### config.mk
export PLATFORM = sky130hd
export DESIGN_NAME = hazard_control_unit_flat
export DESIGN_NICKNAME = d
export VERILOG_FILES = /design/src/rtl/hazard_control_unit_pkg.sv /design/src/rtl/hazard_control_unit_if.sv /design/src/rtl/hazard_control_unit_sat_counter.sv /design/src/rtl/hazard_control_unit.sv /design/src/flat_wrapper.sv
export SDC_FILE = /design/constraint.sdc
export NUM_CORES = 1
export LEC_CHECK = 0
export ABC_CLOCK_PERIOD_IN_PS = 3400
export CORE_ASPECT_RATIO = 0.8
export CORE_MARGIN = 5
export CORE_UTILIZATION = 45
export CTS_CLUSTER_SIZE = 25
export DETAILED_ROUTE_END_ITERATION = 6
export PLACE_DENSITY = 0.83
export RECOVER_POWER = 100
export SETUP_SLACK_MARGIN = 0.02
export SLEW_MARGIN = 25
export SYNTH_ARGS = -nofsm -noshare
export SYNTH_HDL_FRONTEND = slang
export SYNTH_HIERARCHICAL = 1
export SYNTH_SLANG_ARGS = --single-unit
### constraint.sdc
create_clock -name Clk -period 3.4 [get_ports Clk]
set_input_delay 0.68 -clock Clk [delete_from_list [all_inputs] [get_ports Clk]]
set_output_delay 0.68 -clock Clk [all_outputs]
set_load 0.02 [all_outputs]
### src/rtl/hazard_control_unit_pkg.sv
// Shared definitions for the hazard control unit: stage-control codes
// understood by the PC / IF-ID / ID-EX registers, opcodes that read rt,
// FSM state type and an rt-usage decode helper.
package hazard_control_unit_pkg;

  typedef enum logic [1:0] {
    CTL_LOAD  = 2'd0,
    CTL_HOLD  = 2'd1,
    CTL_FLUSH = 2'd2
  } ctl_e;

  localparam logic [5:0] OP_RTYPE = 6'h00;
  localparam logic [5:0] OP_BEQ   = 6'h04;
  localparam logic [5:0] OP_BNE   = 6'h05;
  localparam logic [5:0] OP_SB    = 6'h28;
  localparam logic [5:0] OP_SH    = 6'h29;
  localparam logic [5:0] OP_SW    = 6'h2B;

  typedef enum logic {
    ST_RUN   = 1'b0,
    ST_STALL = 1'b1
  } state_e;

  // Instructions that read rt as a source operand (R-type, branches, stores).
  function automatic logic uses_rt(input logic [5:0] op);
    return op inside {OP_RTYPE, OP_BEQ, OP_BNE, OP_SB, OP_SH, OP_SW};
  endfunction

endpackage

### src/rtl/hazard_control_unit_if.sv
// Bundle between the pipeline and the hazard control unit.
//   slave  : hazard unit side (takes ID/EX status, drives control codes + counters)
//   master : pipeline / bench side
interface hazard_control_unit_if #(parameter int CNT_W = 32);
  logic [31:0]      ID_Instruction;
  logic             ID_Jump;
  logic [1:0]       EX_MemRead;
  logic [4:0]       EX_WriteReg;
  logic             EX_BranchTaken;
  logic [1:0]       PC_Signal;
  logic [1:0]       IF_ID_Signal;
  logic [1:0]       ID_EX_Signal;
  logic [CNT_W-1:0] StallCount;
  logic [CNT_W-1:0] FlushCount;

  modport slave (
    input  ID_Instruction, ID_Jump, EX_MemRead, EX_WriteReg, EX_BranchTaken,
    output PC_Signal, IF_ID_Signal, ID_EX_Signal, StallCount, FlushCount
  );

  modport master (
    output ID_Instruction, ID_Jump, EX_MemRead, EX_WriteReg, EX_BranchTaken,
    input  PC_Signal, IF_ID_Signal, ID_EX_Signal, StallCount, FlushCount
  );
endinterface

### src/rtl/hazard_control_unit_sat_counter.sv
// Saturating up-counter.
//   clk, rst : clock, synchronous active-high reset
//   clr      : synchronous clear (wins over inc)
//   inc      : count one event; holds at all-ones
//   cnt      : current count
module sat_counter #(
  parameter int W = 32
) (
  input  logic         clk,
  input  logic         rst,
  input  logic         clr,
  input  logic         inc,
  output logic [W-1:0] cnt
);
  logic [W-1:0] cnt_q, cnt_d;

  always_comb begin
    cnt_d = cnt_q;
    if (clr)                cnt_d = '0;
    else if (inc && !(&cnt_q)) cnt_d = cnt_q + 1'b1;
  end

  always_ff @(posedge clk) begin
    if (rst) cnt_q <= '0;
    else     cnt_q <= cnt_d;
  end

  assign cnt = cnt_q;
endmodule

### src/rtl/hazard_control_unit.sv
// Hazard control unit: produces hold/flush/load codes for PC, IF/ID and ID/EX
// from load-use and control hazards, and counts stall/flush cycles.
//   Clk, Rst : clock, synchronous active-high reset
//   hz       : pipeline status in, stage-control codes and perf counters out
// Control codes are combinational from state + current inputs so the
// pipeline registers act on them at the same edge.
module hazard_control_unit
  import hazard_control_unit_pkg::*;
#(
  parameter int LOAD_STALL_CYCLES = 1,
  parameter int CNT_W             = 32
) (
  input  logic                  Clk,
  input  logic                  Rst,
  hazard_control_unit_if.slave  hz
);
  localparam logic [3:0] STALL_RELOAD = 4'(LOAD_STALL_CYCLES - 1);

  state_e     state_q, state_d;
  logic [3:0] stall_left_q, stall_left_d;
  ctl_e       pc_ctl, ifid_ctl, idex_ctl;
  logic       stall_inc, flush_inc, lu;

  logic [5:0] op;
  logic [4:0] rs, rt;
  logic       unused_instr_bits;

  assign op = hz.ID_Instruction[31:26];
  assign rs = hz.ID_Instruction[25:21];
  assign rt = hz.ID_Instruction[20:16];
  assign unused_instr_bits = ^hz.ID_Instruction[15:0];

  // $zero as destination never carries a real dependency.
  assign lu = (hz.EX_MemRead != 2'd0) && (hz.EX_WriteReg != 5'd0) &&
              ((hz.EX_WriteReg == rs) || (uses_rt(op) && hz.EX_WriteReg == rt));

  always_comb begin
    state_d      = state_q;
    stall_left_d = stall_left_q;
    pc_ctl       = CTL_LOAD;
    ifid_ctl     = CTL_LOAD;
    idex_ctl     = CTL_LOAD;
    stall_inc    = 1'b0;
    flush_inc    = 1'b0;
    if (Rst) begin
      pc_ctl       = CTL_HOLD;
      ifid_ctl     = CTL_FLUSH;
      idex_ctl     = CTL_FLUSH;
      state_d      = ST_RUN;
      stall_left_d = 4'd0;
    end else if (hz.EX_BranchTaken) begin
      // Wrong-path fetch in IF/ID and ID is squashed; aborts any stall.
      ifid_ctl     = CTL_FLUSH;
      idex_ctl     = CTL_FLUSH;
      flush_inc    = 1'b1;
      state_d      = ST_RUN;
      stall_left_d = 4'd0;
    end else if (state_q == ST_STALL || lu) begin
      pc_ctl    = CTL_HOLD;
      ifid_ctl  = CTL_HOLD;
      idex_ctl  = CTL_FLUSH;
      stall_inc = 1'b1;
      if (state_q == ST_STALL) begin
        // LU is not re-checked here; RUN re-evaluates once the bubbles drain.
        stall_left_d = stall_left_q - 4'd1;
        if (stall_left_q == 4'd1) state_d = ST_RUN;
      end else if (LOAD_STALL_CYCLES > 1) begin
        state_d      = ST_STALL;
        stall_left_d = STALL_RELOAD;
      end
    end else if (hz.ID_Jump) begin
      // Jump target is already fetched next; only the slot behind it dies.
      ifid_ctl  = CTL_FLUSH;
      flush_inc = 1'b1;
    end
  end

  always_ff @(posedge Clk) begin
    if (Rst) begin
      state_q      <= ST_RUN;
      stall_left_q <= 4'd0;
    end else begin
      state_q      <= state_d;
      stall_left_q <= stall_left_d;
    end
  end

  assign hz.PC_Signal    = pc_ctl;
  assign hz.IF_ID_Signal = ifid_ctl;
  assign hz.ID_EX_Signal = idex_ctl;

  sat_counter #(.W(CNT_W)) u_stall_cnt (
    .clk (Clk), .rst (Rst), .clr (Rst), .inc (stall_inc), .cnt (hz.StallCount)
  );

  sat_counter #(.W(CNT_W)) u_flush_cnt (
    .clk (Clk), .rst (Rst), .clr (Rst), .inc (flush_inc), .cnt (hz.FlushCount)
  );
endmodule

### src/flat_wrapper.sv
// flat-port wrapper written by rule: the top's interface ports become plain ports
module hazard_control_unit_flat import hazard_control_unit_pkg::*;
#(
  parameter int LOAD_STALL_CYCLES = 1,
  parameter int CNT_W             = 32
)
  (Clk, Rst, hz_ID_Instruction, hz_ID_Jump, hz_EX_MemRead, hz_EX_WriteReg, hz_EX_BranchTaken, hz_PC_Signal, hz_IF_ID_Signal, hz_ID_EX_Signal, hz_StallCount, hz_FlushCount);
  hazard_control_unit_if #(.CNT_W(CNT_W)) hz_i ();
  input  logic Clk;
  input  logic Rst;
  input wire logic [$bits(hz_i.ID_Instruction)-1:0] hz_ID_Instruction;
  input wire logic [$bits(hz_i.ID_Jump)-1:0] hz_ID_Jump;
  input wire logic [$bits(hz_i.EX_MemRead)-1:0] hz_EX_MemRead;
  input wire logic [$bits(hz_i.EX_WriteReg)-1:0] hz_EX_WriteReg;
  input wire logic [$bits(hz_i.EX_BranchTaken)-1:0] hz_EX_BranchTaken;
  output wire logic [$bits(hz_i.PC_Signal)-1:0] hz_PC_Signal;
  output wire logic [$bits(hz_i.IF_ID_Signal)-1:0] hz_IF_ID_Signal;
  output wire logic [$bits(hz_i.ID_EX_Signal)-1:0] hz_ID_EX_Signal;
  output wire logic [$bits(hz_i.StallCount)-1:0] hz_StallCount;
  output wire logic [$bits(hz_i.FlushCount)-1:0] hz_FlushCount;
  assign hz_i.ID_Instruction = hz_ID_Instruction;
  assign hz_i.ID_Jump = hz_ID_Jump;
  assign hz_i.EX_MemRead = hz_EX_MemRead;
  assign hz_i.EX_WriteReg = hz_EX_WriteReg;
  assign hz_i.EX_BranchTaken = hz_EX_BranchTaken;
  assign hz_PC_Signal = hz_i.PC_Signal;
  assign hz_IF_ID_Signal = hz_i.IF_ID_Signal;
  assign hz_ID_EX_Signal = hz_i.ID_EX_Signal;
  assign hz_StallCount = hz_i.StallCount;
  assign hz_FlushCount = hz_i.FlushCount;
  hazard_control_unit #(.LOAD_STALL_CYCLES(LOAD_STALL_CYCLES), .CNT_W(CNT_W)) u_core (.Clk(Clk), .Rst(Rst), .hz(hz_i));
endmodule
==> summary.md, run 1 <==
| Metric | Value |
|---|---|
| Status | completed |
| Crit-path max FO | 6 |
| Setup crit end kind | register |
| First-pass GRT wire length | 18000 microns |
| Largest net degree at the start of global routing | 31 |
| Wire per inst | around 16 microns |
| H-tree depth | 3 |
| Slew @ Worst Pin | 0.830 ns |
| Post-CTS Setup Bufs | 0 |
| Most frequent cells in the layout | dfxtp_1, dlygate4sd3_1, a21oi_1 |
| Number of global-route vias before repair | approximately 3800 |
| Clock Latency Late Sink | between 0.3 and 0.4 ns |
| Max VDD drop | just over 0.2 mV |
| Asr flop ratio synth | 0 |
| First-pass DRT Iterations | 5 |
| Total global-route track usage | 0.202 |
| Layout area overhead | 33.9% |
| Clk buf depth | 2 |
| Crit path cell chain | clkdlybuf4s50_1 -> xor2_1 -> a2111oi_4 -> nand4_1 -> a21oi_1 -> buf_4 -> nand4_1 -> nor4_4 -> o21ai_2 -> or3_1 -> a21oi_1 |
| Core Rows | 30 |
| Die Y | approximately 93 microns |
| DR vias/cell | slightly below 6 |
| Post-layout util | 0.614 |
| CP Data Required Time | 3.67 ns |
| Starting Density | 0.459 |
| Dominant synthesized flop cell | dfxtp_1 |
| Worst reg-to-reg path cell count | 5 |
| Synth Cell Area | just under 0.004 sq mm |
| Fmax | a little over 300 MHz |
| Worst hold-check path type | register to register |
| CTS tree | built |
| Design Area, Final | about 0.0052 sq mm |
| Grt total ovfl | 0 |
| Max_slew headroom | 0.445 |
| Via count | 4010 |
| Final Max Tran Viols | 0 |
| Warning count from the yosys run | 6 |
| Die ar. | ~0.011 sq mm |
| CTS sink cnt | slightly below 70 |
| Syn avg cell area | between 8 and 9 sq um |
| Cell Area, Placed | between 0.005 and 0.006 sq mm |
| Buf/Inv on CP | 2 |
| Most common cell after layout, fill and taps aside | dfxtp_1 |
| Fin crit share | 0.953 |
| EDFF count, synth | 0 |
| Port Buffers | 94 |
| Drt total wl | 10900 microns |
| Crit. path cell count | 11 |
| Clock Skews | between 0.006 and 0.007 ns |
| Slowest-stage cell, CP | clkdlybuf4s50_1 |
| Remaining routing DRC violations | 0 |
| Fin nets | just over 600 |
| Cell count after synthesis | 466 |
| Gpl congestion | approximately 0.89 |
| Startpoint types | input port |
| Leak Pwr | between 1.5 and 2 nW |
| RSZ-0062 raised after global routing | no |
| Post-CTS Hold Buffers | 0 |
| CP peak stage delay | around 0.47 ns |
| Sequential fraction of the synthesis area | 0.357 |
| DR iter-0 viols | about 190 |
| Cell Pwr Density | ~330 mW/mm^2 |
| Core Region | ~0.0084 sq mm |
| Largest delay contributor family on the critical path | simple AND/OR/NAND/NOR gates |
| DIE WIDTH | 114 microns |
| Initial antenna violation count | 0 |
| Arrival time at the worst endpoint | about 3.5 ns |
| Synthesized flop and latch total | 69 |
| Top-Level Pins | roughly 110 |
| Hold Crit Depth | 2 |
| Max_cap viols | 0 |
| CTS root buffer | clkbuf_8 |
| TritonCTS Buffers | 9 |
| Count of different cell masters after synthesis | 49 |
| Antenna viol nets, final | 0 |
| Post-layout min period | about 3.2 ns |
| WS Path Type | input port to register |
| Reg clk slew, reported paths | 0.08 ns |
| Final Hold Vio Count | 0 |
| Antenna cells | 0 |
| Dpl hpwl | roughly 8000 microns |
| Endpoints failing setup | 0 |
| Share of cells above drive strength 1 | 0.106 |
layer usage:
layer / global-route usage / vias up / part of all wire
li1: - / 1968 / -
met1: 0.275 / 1890 / 0.47
met2: 0.321 / 145 / 0.45
met3: 0.0550 / 7 / 0.068
met4: 0.0410 / 0 / 0.0078
met5: 0 / - / 0
cell type report:
type / instances / area (sq um)
repair buffers: 118 / 1070
multi-input cells: 364 / 2310
flip-flops and latches: 69 / 1380
well taps: 112 / 140
clock inverters: 6 / 111
fillers: 742 / 3260
inverters: 11 / 41.3
clock buffers: 10 / 128
path summary, 6_finish.rpt:
check	start	slack [ns]	end
setup / recovery	hz_EX_WriteReg[0]	0.16	u_core/u_stall_cnt/cnt[26]
hold / removal	u_core/u_stall_cnt/cnt[19]	0.50	u_core/u_stall_cnt/cnt[19]
setup reg to reg	u_core/u_stall_cnt/cnt[16]	0.90	u_core/u_stall_cnt/cnt[15]
hold reg to reg	u_core/u_stall_cnt/cnt[19]	0.50	u_core/u_stall_cnt/cnt[19]
flip-flops by register name, summed over array words and instances, names as in the netlist:
signal and flops:
u_core/state_q 1, u_core/u_flush_cnt/cnt 32, u_core/stall_left_q 4, u_core/u_stall_cnt/cnt 32
cell families after synthesis:
family / count (synthesis) / share of synthesized area
AOI/OAI and AO/OA: 121 / 0.192
and+or+nand+nor: 216 / 0.343
muxes: 4 / 0.0103
DFF: 69 / 0.357
adders and majority gates: 4 / 0.0129
other: 1 / 0.000968
buffers and inverters: 34 / 0.0459
xor gates and xnor gates: 17 / 0.0384
worst min-delay path: cells and delay by family (launching register included):
kind / cells / cell delay [ns]
AO/OA/AOI/OAI: 2 / 0.12
flip-flops: 1 / 0.33
Yosys cell counts, types with 2 or more instances:
master      n  area share
nor4_4      2       0.011
mux2i_1     4       0.010
o31ai_1    13       0.025
a31oi_1     3      0.0048
and4_4      2      0.0058
o21ai_0    28       0.036
and4_2      2      0.0052
buf_6       4       0.012
or4_1      12       0.023
o21ai_2     2      0.0045
a31o_2      4      0.0090
and4_1      6       0.014
and3_1      6      0.0097
a41o_1      3      0.0078
o211ai_1    2      0.0039
nor3_2      3      0.0078
dfxtp_1    69        0.36
xor2_1     13       0.029
and3_4      4       0.012
nor2_1     36       0.035
nand3_1    23       0.030
and3_2      2      0.0039
a211oi_1    4      0.0078
or2_2       5      0.0081
nand4_4     2       0.011
buf_2       4      0.0052
clkbuf_1   11       0.011
xnor2_1     4      0.0090
a311oi_1    2      0.0045
and2_1      6      0.0097
nor4_1      2      0.0032
buf_4       4      0.0078
inv_1      11       0.011
o311ai_0    2      0.0045
o2111ai_1   2      0.0045
a21oi_1    54       0.070
or3_1      28       0.045
and2b_1     2      0.0039
nand2_1    35       0.034
nor4b_1     5       0.011
nand4_2     5       0.016
ha_1        4       0.013
nand4_1    18       0.029
nor3_1      8       0.010
report_power, final:
group,internal [mW],switching [mW]
Combinational,0.0477,0.0544
Clock,0.488,0.321
Sequential,0.808,0.00108
per-stage QoR:
| stage | hold slack (ns) | TNS [ns] | power (mW) | setup slack (ns) | cells |
|---|---|---|---|---|---|
| after floorplan | 0.468 | 0 | 0.877 | 0.374 | 467 |
| after global placement | 0.478 | -0.193 | 0.931 | -0.0555 | 674 |
| after detailed placement | 0.486 | -0.827 | 0.933 | -0.131 | 674 |
| after CTS | 0.500 | 0 | 1.74 | 0.161 | 690 |
| after global routing | 0.524 | 0 | 1.78 | 0.0261 | 690 |
| final | 0.496 | 0 | 1.72 | 0.159 | 690 |
what timing repair did:
item,in CTS,in global routing
pin swaps,0,0
resized for setup,4,1
endpoints found under the setup margin,4,2
cloned,0,0
Note: power is estimated with default switching activity, not from simulation.
==> inputs of run 2 (changes only) <==
ABC_AREA = 1   (was not set)
CORE_UTILIZATION = 51   (was 45)
PLACE_DENSITY = 0.88   (was 0.83)
==> run 2 against run 1 <==
- synthesized cell count grew 62%
- flip-flop and latch count is the same
- clock skew shrank 0.0025 ns
- largest cell class unchanged
==> summary.md, run 2 <==
| Metric | Value |
|---|---|
| Reg clk slew, reported paths | roughly 0.06 ns |
| Share of cell area taken by muxes after synthesis | 0 |
| Syn avg cell area | 6.15 sq um |
| Max VDD drop | around 0.25 mV |
| Synth Cell Area | between 0.004 and 0.005 sq mm |
| Sequential fraction of the synthesis area | 0.297 |
| Largest net degree at the start of global routing | 32 |
| Setup crit end kind | output pin |
| Synth area leader | dfxtp_1 |
| Most common cell after layout, fill and taps aside | nand2_1 |
| Final Max Tran Viols | 0 |
| Worst reg-to-reg path cell count | 11 |
| Most frequent cells in the layout | nand2_1, nor2_1, inv_1 |
| Count of different cell masters after synthesis | 34 |
| Synth Area in Simple Gates | 0.494 |
| Share of cells above drive strength 1 | 0.0904 |
| DR iter-0 viols | 462 |
| Cell count after synthesis | 755 |
| Crit-path max FO | 4 |
| Clock Latency Late Sink | 0.32 ns |
| Busiest metal layer after global routing | met2 |
| Dpl hpwl | a little over 9000 microns |
| EDFF count, synth | 0 |
| Port Buffers | 94 |
| Hold endpoint | u_core/state_q |
| Worst R2R Start | u_core/state_q |
| Met2 Use GR | 0.334 |
| Fmax | approximately 310 MHz |
| Layout area overhead | 26.5% |
| CP Data Required Time | about 2.7 ns |
| Post-synthesis xor/xnor area fraction | 0.0188 |
| Status | completed |
| Area contributors post-synth | dfxtp_1, nand2_1, nor2_1 |
| First-pass DRT Iterations | 6 |
| Max_cap viols | 0 |
| Top-Level Pins | between 100 and 150 |
| R2r endpoint | u_core/u_flush_cnt/cnt[27] |
| Drt total wl | approximately 12000 microns |
| Hold path start | u_core/stall_left_q[3] |
| WS Path Type | input port to output pin |
| Reg2reg setup slack | between 1 and 1.5 ns |
| Warning count from the yosys run | 6 |
| Remaining routing DRC violations | 0 |
| Clock Skews | roughly 0.004 ns |
| Wire per inst | approximately 13 microns |
| CTS tree | built |
| GRT met1 Usage | 0.326 |
| RSZ-0062 raised after global routing | no |
| Fin Setup TNS | 0 ns |
| Dominant synthesized flop cell | dfxtp_1 |
| CTS root buffer | clkbuf_16 |
| Core Region | 0.00896 sq mm |
| Initial antenna violation count | 0 |
| Adder-cell share of the synthesized area | 0.0108 |
| Endpoints failing setup | 0 |
| Top cells by count, synth | nand2_1, nor2_1, inv_1, dfxtp_1, a21oi_1 |
| Die ar. | between 0.01 and 0.015 sq mm |
| Core Rows | 31 |
| Largest family of logic cells by synthesized area | simple AND/OR/NAND/NOR gates |
| Asr flop ratio synth | 0 |
| Fin nets | around 900 |
| Arrival time at the worst endpoint | roughly 2.5 ns |
| Synth Area in Compound Gates | 0.0765 |
| CTS sink cnt | approximately 70 |
| Antenna viol nets, final | 0 |
| Post-CTS Setup Bufs | 0 |
| Leak Pwr | ~2.4 nW |
| Antenna cells | 0 |
| Met3 Track Usage GR | 0.0470 |
| Count leader, synth | nand2_1 |
| Total global-route track usage | 0.223 |
| Worst hold-check path type | register to register |
| Total Power | between 1.5 and 2 mW |
| Clk buf depth | 2 |
| Post-CTS Hold Buffers | 0 |
| Synthesized flop and latch total | 69 |
| DIE WIDTH | 117 microns |
| TritonCTS Buffers | 9 |
| First-pass GRT wire length | ~20000 microns |
| Die Y | approximately 95 microns |
| H-tree depth | 3 |
| Final-layout fill cell count | a little over 800 |
| Gpl congestion | roughly 0.98 |
| Cell Pwr Density | about 320 mW/mm^2 |
| Final Hold Vio Count | 0 |
| Grt total ovfl | 0 |
| Number of global-route vias before repair | approximately 4200 |
| Fin crit share | 0.942 |
| DR vias/cell | 5.08 |
| Startpoint types | input port |
| Via count | just under 5000 |
| Starting Density | 0.519 |
| Hold Crit Depth | 2 |
| Synth top area share | 0.297 |
| Post-layout min period | around 3.2 ns |
## run 2: changes by cell type in the layout (fill, tap and decap cells not counted), sizes merged, moves of 21 or more
cell / before / now
inv: 11 / 80
nand2: 36 / 227
nand3: 23 / 61
nor2: 36 / 189
o21ai: 30 / 9
or3: 28 / 0
## run 2: what timing repair did
| item | 4_1_cts | 5_1_grt |
|---|---|---|
| endpoints found under the setup margin | 0 | 2 |
| hold endpoints to repair | 0 | 0 |
| gates resized for setup | 0 | 2 |
## run 2: worst max-delay path by stage
stage | start | end | cells past startpoint
floorplan | hz_ID_Instruction[30] | u_core/u_stall_cnt/cnt[29] | 16
global placement | hz_EX_WriteReg[0] | hz_IF_ID_Signal[0] | 10
detailed placement | hz_EX_WriteReg[0] | hz_IF_ID_Signal[0] | 10
CTS | hz_EX_WriteReg[0] | hz_IF_ID_Signal[0] | 10
global route | hz_EX_WriteReg[4] | hz_ID_EX_Signal[1] | 9
finish | hz_EX_WriteReg[4] | hz_IF_ID_Signal[1] | 10
## run 2: worst max-delay path, stage by stage
cell and delay (ns):
dlygate4sd3_1 0.59, nor2_1 0.12, nor2_1 0.05, nor2_1 0.08, nand2_1 0.06, o21ai_2 0.16
nand2_1 0.07, nand3_1 0.09, nand3_1 0.08, clkdlybuf4s50_1 0.55
## run 2: cell families (layout without fill, tap and decap cells)
| family | count (synthesis) | in the layout |
|---|---|---|
| and+or+nand+nor | 504 | 504 |
| buffers and inverters | 100 | 196 |
| DFF | 69 | 69 |
| AOI/OAI and AO/OA | 67 | 67 |
| xor gates and xnor gates | 10 | 10 |
| adders and majority gates | 4 | 4 |
| other | 1 | 2 |
## run 2: report_power, final
group          switching (mW)  leakage [nW]  total, mW  internal (mW)
clock                   0.350         0.148      0.958          0.608
combinational          0.0637          1.74      0.118         0.0539
sequential            0.00235         0.556      0.813          0.810
total                   0.416          2.44       1.89           1.47
## run 2: metrics by stage
| step | utilization | hold slack (ns) | setup slack [ns] | area (sq um) | std cells |
|---|---|---|---|---|---|
| 2_1_floorplan | - | 0.482 | 1.04 | 4650 | 756 |
| 3_3_place_gp | 0.626 | 0.512 | 0.140 | 5610 | 951 |
| 3_5_place_dp | 0.626 | 0.512 | 0.112 | 5610 | 951 |
| 4_1_cts | 0.661 | 0.517 | 0.100 | 5920 | 967 |
| 5_1_grt | 0.656 | 0.557 | 0.0629 | 5880 | 967 |
| 6_report | 0.656 | 0.526 | 0.197 | 5880 | 967 |
## run 2: cell type report
| type | instances | area [sq um] | share of cell area |
|---|---|---|---|
| timing repair buffer | 99 | 962 | 0.164 |
| multi-input combinational | 587 | 2780 | 0.472 |
| clock buffer | 11 | 253 | 0.0430 |
| tap | 115 | 144 | 0.0245 |
| clock inverter | 5 | 58.8 | 0.0100 |
| inverter | 81 | 304 | 0.0517 |
| sequential | 69 | 1380 | 0.235 |
## run 2: routing by layer
layer | vias up | share of wire
met2 | 199 | 0.43
met5 | - | 0
met3 | 14 | 0.097
li1 | 2557 | -
met1 | 2138 | 0.46
met4 | 0 | 0.012
